[config.mk]
export PLATFORM = sky130hd
export DESIGN_NAME = spi_master4nano_flat
export DESIGN_NICKNAME = d
export VERILOG_FILES = /design/src/rtl/spi_master4nano_if.sv /design/src/rtl/spi_master4nano.sv /design/src/flat_wrapper.sv
export SDC_FILE = /design/constraint.sdc
export NUM_CORES = 1
export LEC_CHECK = 0
export BUFFER_PORTS_ARGS = -buffer_cell sky130_fd_sc_hd__buf_4
export CAP_MARGIN = 20
export CORE_ASPECT_RATIO = 1.25
export CORE_MARGIN = 1.5
export CORE_UTILIZATION = 35
export DETAILED_ROUTE_END_ITERATION = 10
export SETUP_SLACK_MARGIN = 0.5
export SYNTH_ARGS = -nofsm -noshare
export SYNTH_HDL_FRONTEND = slang
export SYNTH_SLANG_ARGS = --single-unit
[constraint.sdc]
create_clock -name CLK -period 2.47 [get_ports CLK]
set_input_delay 0.494 -clock CLK [delete_from_list [all_inputs] [get_ports CLK]]
set_output_delay 0.494 -clock CLK [all_outputs]
set_load 0.005 [all_outputs]
[src/rtl/spi_master4nano_if.sv]
// spi_master4nano_if -- host command bundle for the spi_master4nano SPI master.
//
// Signals:
//   start  host -> master  command request, honoured only while busy=0
//   op     host -> master  0=write code, 1=read code, 2=write data, 3=read data
//   addr   host -> master  target address, sent verbatim
//   wdata  host -> master  write data (code writes use wdata[7:0])
//   busy   master -> host  frame in progress
//   done   master -> host  one-cycle completion pulse
//   rdata  master -> host  read result
//
// Modports: master = host/command issuer, slave = the SPI master block.
interface spi_master4nano_if;
    logic        start;
    logic [1:0]  op;
    logic [15:0] addr;
    logic [15:0] wdata;
    logic        busy;
    logic        done;
    logic [15:0] rdata;

    modport master (output start, op, addr, wdata, input busy, done, rdata);
    modport slave  (input start, op, addr, wdata, output busy, done, rdata);
endinterface

[src/rtl/spi_master4nano.sv]
// spi_master4nano -- host-side SPI master (mode 0) for the Nano slave
// programming port. Each accepted command becomes one 40-bit frame, MSB
// first: opcode byte, addr[15:0], 16-bit data field.
//
// Ports:
//   CLK       system clock
//   RST       synchronous reset, active-high (aborts any frame, no done)
//   host      command bundle (spi_master4nano_if.slave)
//   SPI_CS    chip select, active-low
//   SPI_SCK   serial clock, idles low
//   SPI_MOSI  master out
//   SPI_MISO  master in
//
// Parameters:
//   HALF_DIV  CLK cycles per SCK half-period (2..255)
//   GAP_CYC   CLK cycles SPI_CS stays high between frames (1..255)
//
// Optional feature macro: SPI_MISO_SYNC_EN
//   Defined   : MISO goes through a 2-flop synchronizer and is sampled two
//               CLK cycles after the SCK rising edge (HALF_DIV >= 3).
//   Undefined : MISO is sampled directly on the SCK-raising CLK edge.
module spi_master4nano #(
    parameter int HALF_DIV = 4,
    parameter int GAP_CYC  = 8
) (
    input  logic                    CLK,
    input  logic                    RST,
    spi_master4nano_if.slave        host,
    output logic                    SPI_CS,
    output logic                    SPI_SCK,
    output logic                    SPI_MOSI,
    input  logic                    SPI_MISO
);

    localparam logic [7:0] HALF_LAST = 8'(HALF_DIV - 1);
    localparam logic [7:0] GAP_LAST  = 8'(GAP_CYC - 1);
    localparam logic [5:0] BIT_LAST  = 6'd39;

    typedef enum logic [2:0] {
        ST_IDLE  = 3'd0,
        ST_SETUP = 3'd1,
        ST_SHIFT = 3'd2,
        ST_HOLD  = 3'd3,
        ST_GAP   = 3'd4
    } state_t;

    // Opcode is op+1; code writes carry only the low byte, reads send zeros.
    function automatic logic [39:0] build_frame(input logic [1:0]  op,
                                                input logic [15:0] addr,
                                                input logic [15:0] wdata);
        logic [7:0]  opcode;
        logic [15:0] data;
        opcode = {6'b000000, op} + 8'd1;
        case (op)
            2'd0:    data = {8'h00, wdata[7:0]};
            2'd2:    data = wdata;
            default: data = 16'h0000;
        endcase
        return {opcode, addr, data};
    endfunction

    state_t      state_r, state_nxt_s;
    logic [7:0]  cnt_r, cnt_nxt_s;
    logic [5:0]  bit_r, bit_nxt_s;
    logic [39:0] tx_r, tx_nxt_s;
    logic [15:0] rx_r, rx_nxt_s;
    logic [15:0] rdata_r, rdata_nxt_s;
    logic [1:0]  op_r, op_nxt_s;
    logic        cs_r, cs_nxt_s;
    logic        sck_r, sck_nxt_s;
    logic        mosi_r, mosi_nxt_s;
    logic        busy_r, busy_nxt_s;
    logic        done_r, done_nxt_s;

    logic        accept_s;
    logic        half_end_s;
    logic        gap_end_s;
    logic [39:0] frame_s;

    // A start coinciding with the done pulse is dropped on purpose.
    assign accept_s   = (state_r == ST_IDLE) && host.start && !done_r;
    assign half_end_s = (cnt_r == HALF_LAST);
    assign gap_end_s  = (cnt_r == GAP_LAST);
    assign frame_s    = build_frame(host.op, host.addr, host.wdata);

`ifdef SPI_MISO_SYNC_EN
    logic miso_meta_r;
    logic miso_sync_r;

    if (HALF_DIV < 3) begin : g_half_div_chk
        $error("spi_master4nano: SPI_MISO_SYNC_EN needs HALF_DIV >= 3");
    end

    // Two-flop synchronizer for the asynchronous MISO pin
    always_ff @(posedge CLK) begin
        if (RST) begin
            miso_meta_r <= 1'b0;
            miso_sync_r <= 1'b0;
        end else begin
            miso_meta_r <= SPI_MISO;
            miso_sync_r <= miso_meta_r;
        end
    end
`endif

    // State register and all registered outputs/datapath
    always_ff @(posedge CLK) begin
        if (RST) begin
            state_r <= ST_IDLE;
            cnt_r   <= 8'd0;
            bit_r   <= 6'd0;
            tx_r    <= 40'd0;
            rx_r    <= 16'h0000;
            rdata_r <= 16'h0000;
            op_r    <= 2'd0;
            cs_r    <= 1'b1;
            sck_r   <= 1'b0;
            mosi_r  <= 1'b0;
            busy_r  <= 1'b0;
            done_r  <= 1'b0;
        end else begin
            state_r <= state_nxt_s;
            cnt_r   <= cnt_nxt_s;
            bit_r   <= bit_nxt_s;
            tx_r    <= tx_nxt_s;
            rx_r    <= rx_nxt_s;
            rdata_r <= rdata_nxt_s;
            op_r    <= op_nxt_s;
            cs_r    <= cs_nxt_s;
            sck_r   <= sck_nxt_s;
            mosi_r  <= mosi_nxt_s;
            busy_r  <= busy_nxt_s;
            done_r  <= done_nxt_s;
        end
    end

    // Next-state logic: phase counter and bit counter sequencing
    always_comb begin
        state_nxt_s = state_r;
        cnt_nxt_s   = cnt_r;
        bit_nxt_s   = bit_r;
        case (state_r)
            ST_IDLE: begin
                cnt_nxt_s = 8'd0;
                bit_nxt_s = 6'd0;
                if (accept_s) begin
                    state_nxt_s = ST_SETUP;
                end else begin
                    state_nxt_s = ST_IDLE;
                end
            end
            ST_SETUP: begin
                if (half_end_s) begin
                    state_nxt_s = ST_SHIFT;
                    cnt_nxt_s   = 8'd0;
                end else begin
                    cnt_nxt_s = cnt_r + 8'd1;
                end
            end
            ST_SHIFT: begin
                if (half_end_s) begin
                    cnt_nxt_s = 8'd0;
                    // A bit ends on the falling SCK edge; counter holds at 39.
                    if (sck_r && (bit_r == BIT_LAST)) begin
                        state_nxt_s = ST_HOLD;
                    end else if (sck_r) begin
                        bit_nxt_s = bit_r + 6'd1;
                    end else begin
                        bit_nxt_s = bit_r;
                    end
                end else begin
                    cnt_nxt_s = cnt_r + 8'd1;
                end
            end
            ST_HOLD: begin
                if (half_end_s) begin
                    state_nxt_s = ST_GAP;
                    cnt_nxt_s   = 8'd0;
                end else begin
                    cnt_nxt_s = cnt_r + 8'd1;
                end
            end
            ST_GAP: begin
                if (gap_end_s) begin
                    state_nxt_s = ST_IDLE;
                    cnt_nxt_s   = 8'd0;
                end else begin
                    cnt_nxt_s = cnt_r + 8'd1;
                end
            end
            default: begin
                state_nxt_s = ST_IDLE;
                cnt_nxt_s   = 8'd0;
                bit_nxt_s   = 6'd0;
            end
        endcase
    end

    // Output logic: pin levels, shift registers and result capture
    always_comb begin
        cs_nxt_s    = cs_r;
        sck_nxt_s   = sck_r;
        mosi_nxt_s  = mosi_r;
        busy_nxt_s  = busy_r;
        done_nxt_s  = 1'b0;
        tx_nxt_s    = tx_r;
        rx_nxt_s    = rx_r;
        rdata_nxt_s = rdata_r;
        op_nxt_s    = op_r;
        case (state_r)
            ST_IDLE: begin
                sck_nxt_s = 1'b0;
                if (accept_s) begin
                    cs_nxt_s   = 1'b0;
                    busy_nxt_s = 1'b1;
                    tx_nxt_s   = frame_s;
                    mosi_nxt_s = frame_s[39];
                    op_nxt_s   = host.op;
                    rx_nxt_s   = 16'h0000;
                end else begin
                    cs_nxt_s   = 1'b1;
                    busy_nxt_s = 1'b0;
                    mosi_nxt_s = 1'b0;
                end
            end
            ST_SETUP: begin
                cs_nxt_s  = 1'b0;
                sck_nxt_s = 1'b0;
            end
            ST_SHIFT: begin
                if (half_end_s) begin
                    if (!sck_r) begin
                        sck_nxt_s = 1'b1;
`ifndef SPI_MISO_SYNC_EN
                        rx_nxt_s  = {rx_r[14:0], SPI_MISO};
`endif
                    end else begin
                        sck_nxt_s = 1'b0;
                        if (bit_r == BIT_LAST) begin
                            mosi_nxt_s = 1'b0;
                        end else begin
                            tx_nxt_s   = {tx_r[38:0], 1'b0};
                            mosi_nxt_s = tx_r[38];
                        end
                    end
                end else begin
`ifdef SPI_MISO_SYNC_EN
                    // Synchronized MISO lags two cycles, so sample mid-high.
                    if (sck_r && (cnt_r == 8'd1)) begin
                        rx_nxt_s = {rx_r[14:0], miso_sync_r};
                    end else begin
                        rx_nxt_s = rx_r;
                    end
`else
                    sck_nxt_s = sck_r;
`endif
                end
            end
            ST_HOLD: begin
                mosi_nxt_s = 1'b0;
                if (half_end_s) begin
                    cs_nxt_s = 1'b1;
                end else begin
                    cs_nxt_s = 1'b0;
                end
            end
            ST_GAP: begin
                cs_nxt_s   = 1'b1;
                mosi_nxt_s = 1'b0;
                if (gap_end_s) begin
                    busy_nxt_s = 1'b0;
                    done_nxt_s = 1'b1;
                    // op[0] marks a read; op[1] selects data (16b) vs code (8b).
                    if (op_r[0]) begin
                        rdata_nxt_s = op_r[1] ? rx_r : {8'h00, rx_r[7:0]};
                    end else begin
                        rdata_nxt_s = rdata_r;
                    end
                end else begin
                    busy_nxt_s = 1'b1;
                end
            end
            default: begin
                cs_nxt_s   = 1'b1;
                sck_nxt_s  = 1'b0;
                mosi_nxt_s = 1'b0;
                busy_nxt_s = 1'b0;
            end
        endcase
    end

    assign SPI_CS     = cs_r;
    assign SPI_SCK    = sck_r;
    assign SPI_MOSI   = mosi_r;
    assign host.busy  = busy_r;
    assign host.done  = done_r;
    assign host.rdata = rdata_r;

endmodule

[src/flat_wrapper.sv]
// flat-port wrapper written by rule: the top's interface ports become plain ports
module spi_master4nano_flat 
#(
    parameter int HALF_DIV = 4,
    parameter int GAP_CYC  = 8
)
  (CLK, RST, SPI_CS, SPI_SCK, SPI_MOSI, SPI_MISO, host_start, host_op, host_addr, host_wdata, host_busy, host_done, host_rdata);
  spi_master4nano_if host_i ();
  input  logic CLK;
  input  logic RST;
  output logic SPI_CS;
  output logic SPI_SCK;
  output logic SPI_MOSI;
  input  logic SPI_MISO;
  input wire logic [$bits(host_i.start)-1:0] host_start;
  input wire logic [$bits(host_i.op)-1:0] host_op;
  input wire logic [$bits(host_i.addr)-1:0] host_addr;
  input wire logic [$bits(host_i.wdata)-1:0] host_wdata;
  output wire logic [$bits(host_i.busy)-1:0] host_busy;
  output wire logic [$bits(host_i.done)-1:0] host_done;
  output wire logic [$bits(host_i.rdata)-1:0] host_rdata;
  assign host_i.start = host_start;
  assign host_i.op = host_op;
  assign host_i.addr = host_addr;
  assign host_i.wdata = host_wdata;
  assign host_busy = host_i.busy;
  assign host_done = host_i.done;
  assign host_rdata = host_i.rdata;
  spi_master4nano #(.HALF_DIV(HALF_DIV), .GAP_CYC(GAP_CYC)) u_core (.CLK(CLK), .RST(RST), .host(host_i), .SPI_CS(SPI_CS), .SPI_SCK(SPI_SCK), .SPI_MOSI(SPI_MOSI), .SPI_MISO(SPI_MISO));
endmodule
# Word-level counts from Yosys, hierarchy flattened
# Cells that the tools add are included.
[totals] ff_bits=95 word_cells=96 output_inout_bits=21 input_bits=38
[classes] add_sub_neg=3 n_reduce_logical=19 n_mux=40 eq_ne=18 bitwise=4
[op_table] operator="$mux W39" count=4
[op_table] operator="$pmux W39 S2" count=1
[op_table] operator="$mux W16" count=4
[op_table] operator="$pmux W16 S2" count=2
[op_table] operator="$mux W6" count=3
[op_table] operator="$mux W8" count=2
[op_table] operator="$pmux W8 S2" count=1
[op_table] operator="$mux W3" count=5
[op_table] operator="$pmux W3 S5" count=1
[op_table] operator="$ne A2 B1 Y1 const B" count=7
[op_table] operator="$mux W1" count=12
[op_table] operator="$pmux W6 S2" count=1
[op_table] operator="$reduce_and A5 Y1" count=2
[op_table] operator="$add A8 B1 Y8 const B" count=1
[op_table] operator="$eq A8 B2 Y1 const B" count=1
[op_table] operator="$eq A8 B3 Y1 const B" count=1
[op_table] operator="$reduce_and A4 Y1" count=2
[op_table] operator="$add A6 B1 Y6 const B" count=1
[op_table] operator="$eq A3 B2 Y1 const B" count=2
[op_table] operator="$eq A6 B6 Y1 const B" count=1
[op_table] operator="$ne A2 B2 Y1 const B" count=3
[op_table] operator="$pmux W1 S3" count=2
[op_table] operator="$reduce_and A3 Y1" count=2
[op_table] operator="$reduce_or A3 Y1" count=2
[op_table] operator="other kinds (14)" count=21

# Longest topological paths before layout
[logic_depth] word_depth=5 depth_mapped=9

# Worst setup path after synthesis
# OpenSTA, ideal clock, no wires.
[synth_path] path_kind="register -> register" start="register u_core.cnt_r[0]" end="register u_core.tx_r[25]" setup_time_ns=0.070 period_less_slack_ns=1.807 stages_incl_launch_ff=10 path_slack_ns=0.663 n_path_buf=3 required_ns=2.400 arrival_ns=1.737 cell_sequence="dfxtp_1 -> ha_1 -> buf_2 -> nor4b_1 -> nand2_1 -> nor3_2 -> buf_2 -> buf_4 -> a22oi_1 -> a21oi_1"
[synth_between] elab_chain_cells=3
[synth_lines] element="start: declaration" line_no="spi_master4nano.sv:63" source="logic [7:0] cnt_r, cnt_nxt_s;"
[synth_lines] element="start signal: assignment" line_no="spi_master4nano.sv:123" source="cnt_r <= cnt_nxt_s;"
[synth_lines] element="$eq A8 B2 Y1" line_no="spi_master4nano.sv:82" source="assign half_end_s = (cnt_r == HALF_LAST);"
[synth_lines] element="$ne A2 B1 Y1 (no source line)"
[synth_lines] element="$reduce_and A5 Y1 (no source line)"
[synth_lines] element="end signal: assignment" line_no="spi_master4nano.sv:125" source="tx_r <= tx_nxt_s;"
[synth_lines] element="end: declaration" line_no="spi_master4nano.sv:65" source="logic [39:0] tx_r, tx_nxt_s;"
# Every way passes these cells.
# A chain may end at the register's enable or synchronous reset.

# Worst setup path in the final report
[layout_path] start="register u_core.cnt_r[7]" end="register u_core.rdata_r[11] (netlist: u_core.host.rdata[11])"
[layout_between] elab_chain_cells=2
[layout_lines] element="$eq A8 B3 Y1" line_no="spi_master4nano.sv:83" source="assign gap_end_s = (cnt_r == GAP_LAST);"
[layout_lines] element="$reduce_and A3 Y1 (no source line)"
[layout_lines] element="end signal: assignment" line_no="spi_master4nano.sv:127" source="rdata_r <= rdata_nxt_s;"
[layout_lines] element="end: declaration" line_no="spi_master4nano.sv:67" source="logic [15:0] rdata_r, rdata_nxt_s;"
# Every way passes these cells.

==> key figures <==
Outcome
  – Outcome: completed

Route
  – Initial DRT Pass Iterations: 7
  – Iteration-0 DRC count of the detailed router: 187
  – Total detailed-routing wirelength: 9400 um
  – Post-DR vias/cell: 5.44
  – Number of vias after detailed routing: 3,637
  – Average wire per standard cell: 14.0 um
  – Residual DRC: 0
  – Number of antenna-violating nets in the routed design: 0

Critical path
  – Crit path capture type: register
  – Critical path peak fanout: 16
  – Required time at the endpoint of the critical path: 2730 ps
  – CP Data Arrival Time: 2140 ps
  – Worst R2R Start: u_core.cnt_r[7]$_SDFF_PP0_
  – Critical Path Start: u_core.cnt_r[7]$_SDFF_PP0_
  – Path type of the worst setup path: register to register
  – Startpoint Class: register

Floorplan
  – Horizontal die dimension: 99.5 um
  – Total core area: 11,200 um2
  – Area enclosed by the die boundary: 12,300 um2
  – Die outline height: 124 um
  – Initial Util: 0.362
  – Placement row count: 43
  – Number of ports placed on the die boundary: 59

Job
  – Number of max-cap violations: 0

Final layout
  – Count of fill cells added during filler insertion: 1,116
  – Design area: 5000 um2
  – Fraction of layout cells with a size suffix above 1: 0.210
  – Final instance count without filler cells: 669
  – Number of antenna diodes: 0
  – Area Overhead vs Synth: 22.6%
  – Layout net count: 572

CTS
  – Total number of clock tree sinks: 95
  – TritonCTS clock tree: done
  – Buffer depth of the longest clock path: 2
  – Number of buffers inserted during clock tree synthesis: 9
  – Clock transition at path regs: 70 ps
  – H-tree level count: 3
  – Later-pin clock latency in the skew report: 340 ps
  – Clock Root Buffer: clkbuf_16

Placed design
  – Inst Count DP: 650
  – RD Place Congestion: 0.841
  – Estimated wirelength of the detail-placed design: 6170 um
  – IO buf count: 58
  – Pre-CTS WS: 286 ps
  – Post-detailed-placement cell area: 4600 um2

Power
  – Total Power: 3.25 mW
  – Fraction of power spent switching nets: 0.234
  – Clk pwr share: 0.444
  – Power per unit of standard cell area: 651 nW/um2
  – Relative contribution of sequential cells to total power: 0.490
  – Logic gate share of total power: 0.066
  – Cell-internal power: 2.49 mW
  – Sw Pwr: 0.760 mW
  – Peak supply drop: 0.376 mV
  – Leakage dissipation: 1.73 nW

Yosys
  – Leading cell types by total area after synthesis: dfxtp_1, a21oi_1, a22oi_1, o21ai_0, nand2_1
  – Post-Synthesis Mean Instance Area: 8.39 um2
  – Post-Syn Nets: 529
  – Top-area cell type share of the netlist area: 0.467
  – EDFF count, synth: 0
  – Sequential fraction of the synthesis area: 0.467
  – Distinct cells, synth: 49
  – Yosys top cell by area: dfxtp_1
  – Dominant register cell in the synthesized netlist: dfxtp_1
  – Mapped cell area: 4080 um2
  – Cells after Synth: 486
  – Number of synthesized register bits: 95
  – Share of flip-flops with an asynchronous set or reset after synthesis: 0
  – Warnings from Yosys: 0

STA
  – Rel. slew slack: 0.555
  – Final cycle utilization of the critical path: 0.760
  – Time the final worst path needs with I/O delays and setup: 1880 ps
  – Number of setup violations in the final report: 0
  – Aggregate negative setup slack: 0 ps
  – Highest Clock Rate: 0.533 GHz
  – Setup slack of the critical path after layout: 594 ps
  – RSZ-0062 raised after global routing: yes
  – Worst-margin pin slew: 668 ps
  – Slew Viols, Final: 0
  – Worst Clk Skew: 7.38 ps
  – Final hold violations: 0

GRT
  – Sum of overflow across all layers after global routing: 0
  – First-pass GRT wire length: 15,700 um
  – Via count of the first global-routing pass: 3,396
  – Antenna violations before repair: 0
  – GRT Overall Usage: 0.155
  – Largest net degree at the start of global routing: 61

Worst hold path
  – Hold WC Path Type: input pin to register
  – Hold path startpoint: SPI_MISO
[final cells by class]
type,count,area (um2),area share
clock buffer,10,239,0.0478
clock inverter,6,76.3,0.0153
inverter,7,26.3,0.00526
multi-input combinational,342,2000,0.400
sequential,95,1910,0.382
tap,135,169,0.0338
timing repair buffer,74,576,0.115
[kinds of logic after synthesis]
logic type                 count (synthesis)  synth area share
and+or+nand+nor                          146             0.179
xor gates and xnor gates                   7            0.0150
buffers and inverters                     49            0.0559
muxes                                      2           0.00491
adders and majority gates                  5            0.0154
DFF                                       95             0.467
AOI/OAI and AO/OA                        182             0.263
[cell usage in the layout (no fill, tap or decap), types with 3 or more instances in the layout]
cell type and instances:
a21oi_1 77, a22oi_1 31, a311oi_1 4, a31oi_1 6
and2_1 3, and3_1 4, buf_4 72, clkbuf_16 9
dfxtp_1 91, dfxtp_2 3, ha_1 4, inv_1 7
nand2_1 58, nand3_1 32, nand4_1 3, nor2_1 17
nor2b_1 3, nor3_1 3, o211ai_1 3, o21ai_0 43
xor2_1 5
[metal layers]
metal	GRT usage	wire, um
met4	0.0643	165
met5	0	0
met2	0.251	4290
met1	0.200	4510
met3	0.0365	432
[path summary, 6_finish.rpt]
path / end / slack [ps] / cells after the start
setup / recovery: u_core.host.rdata[11]$_SDFFE_PP0P_ / 590 / 6
hold / removal: u_core.rx_r[0]$_SDFFE_PP0P_ / 420 / 3
setup reg to reg: u_core.host.rdata[11]$_SDFFE_PP0P_ / 590 / 6
hold reg to reg: u_core.tx_r[38]$_SDFFE_PP0P_ / 450 / 2
[power by group through the flow]
stage                     Combinational [mW]  Clock [mW]  Sequential [mW]
after floorplan                        0.137           0             1.62
after global routing                   0.240        1.55             1.59
after detailed placement               0.213           0             1.63
after global placement                 0.210           0             1.62
final                                  0.216        1.44             1.59
after CTS                              0.215        1.49             1.59
[sequential cells by signal, indices dropped and copies added (netlist names)]
name               flops
u_core.host.done       1
u_core.cnt_r           8
u_core.SPI_CS          1
u_core.state_r         3
u_core.host.busy       1
u_core.op_r            2
u_core.rx_r           16
u_core.SPI_SCK         1
u_core.SPI_MOSI        1
u_core.bit_r           6
u_core.tx_r           39
u_core.host.rdata     16
[worst max-delay path, stage by stage (launching register included)]
cell and delay (ps):
dfxtp_1 330, or4_4 570, nor3_2 200, and4_1 220
buf_4 200, nand3_1 110, a21oi_1 170
[repair_timing]
item	4_1_cts	5_1_grt
hold buffers	0	0
pin swaps	1	3
setup buffers	2	1
gates resized for setup	4	13
endpoints found under the setup margin	69	73
[metrics by stage]
stage          hold WS, ps  utilization
3_5_place_dp           438        0.409
3_3_place_gp           425        0.409
2_1_floorplan          413            -
6_report               424        0.444
5_1_grt                416        0.444
4_1_cts                409        0.440
[cell usage after synthesis (all sizes together), types with 2 or more instances]
| cell type | instances |
|---|---|
| nor2b | 3 |
| xor2 | 5 |
| mux2i | 2 |
| nand2 | 59 |
| a31oi | 6 |
| a21oi | 79 |
| and4 | 2 |
| clkbuf | 29 |
| ha | 5 |
| and2 | 4 |
| o21ai | 45 |
| xnor2 | 2 |
| dfxtp | 95 |
| nand3 | 32 |
| nor2 | 18 |
| nand3b | 2 |
| or4 | 2 |
| o41ai | 2 |
| inv | 7 |
| nor3b | 2 |
| or2 | 2 |
| nor4b | 3 |
| and3 | 4 |
| o22ai | 2 |
| a311oi | 4 |
| nor3 | 5 |
| a21o | 3 |
| nand4 | 3 |
| buf | 13 |
| a22oi | 31 |
| o211ai | 3 |
No activity file was read; power rests on OpenSTA's default activity.
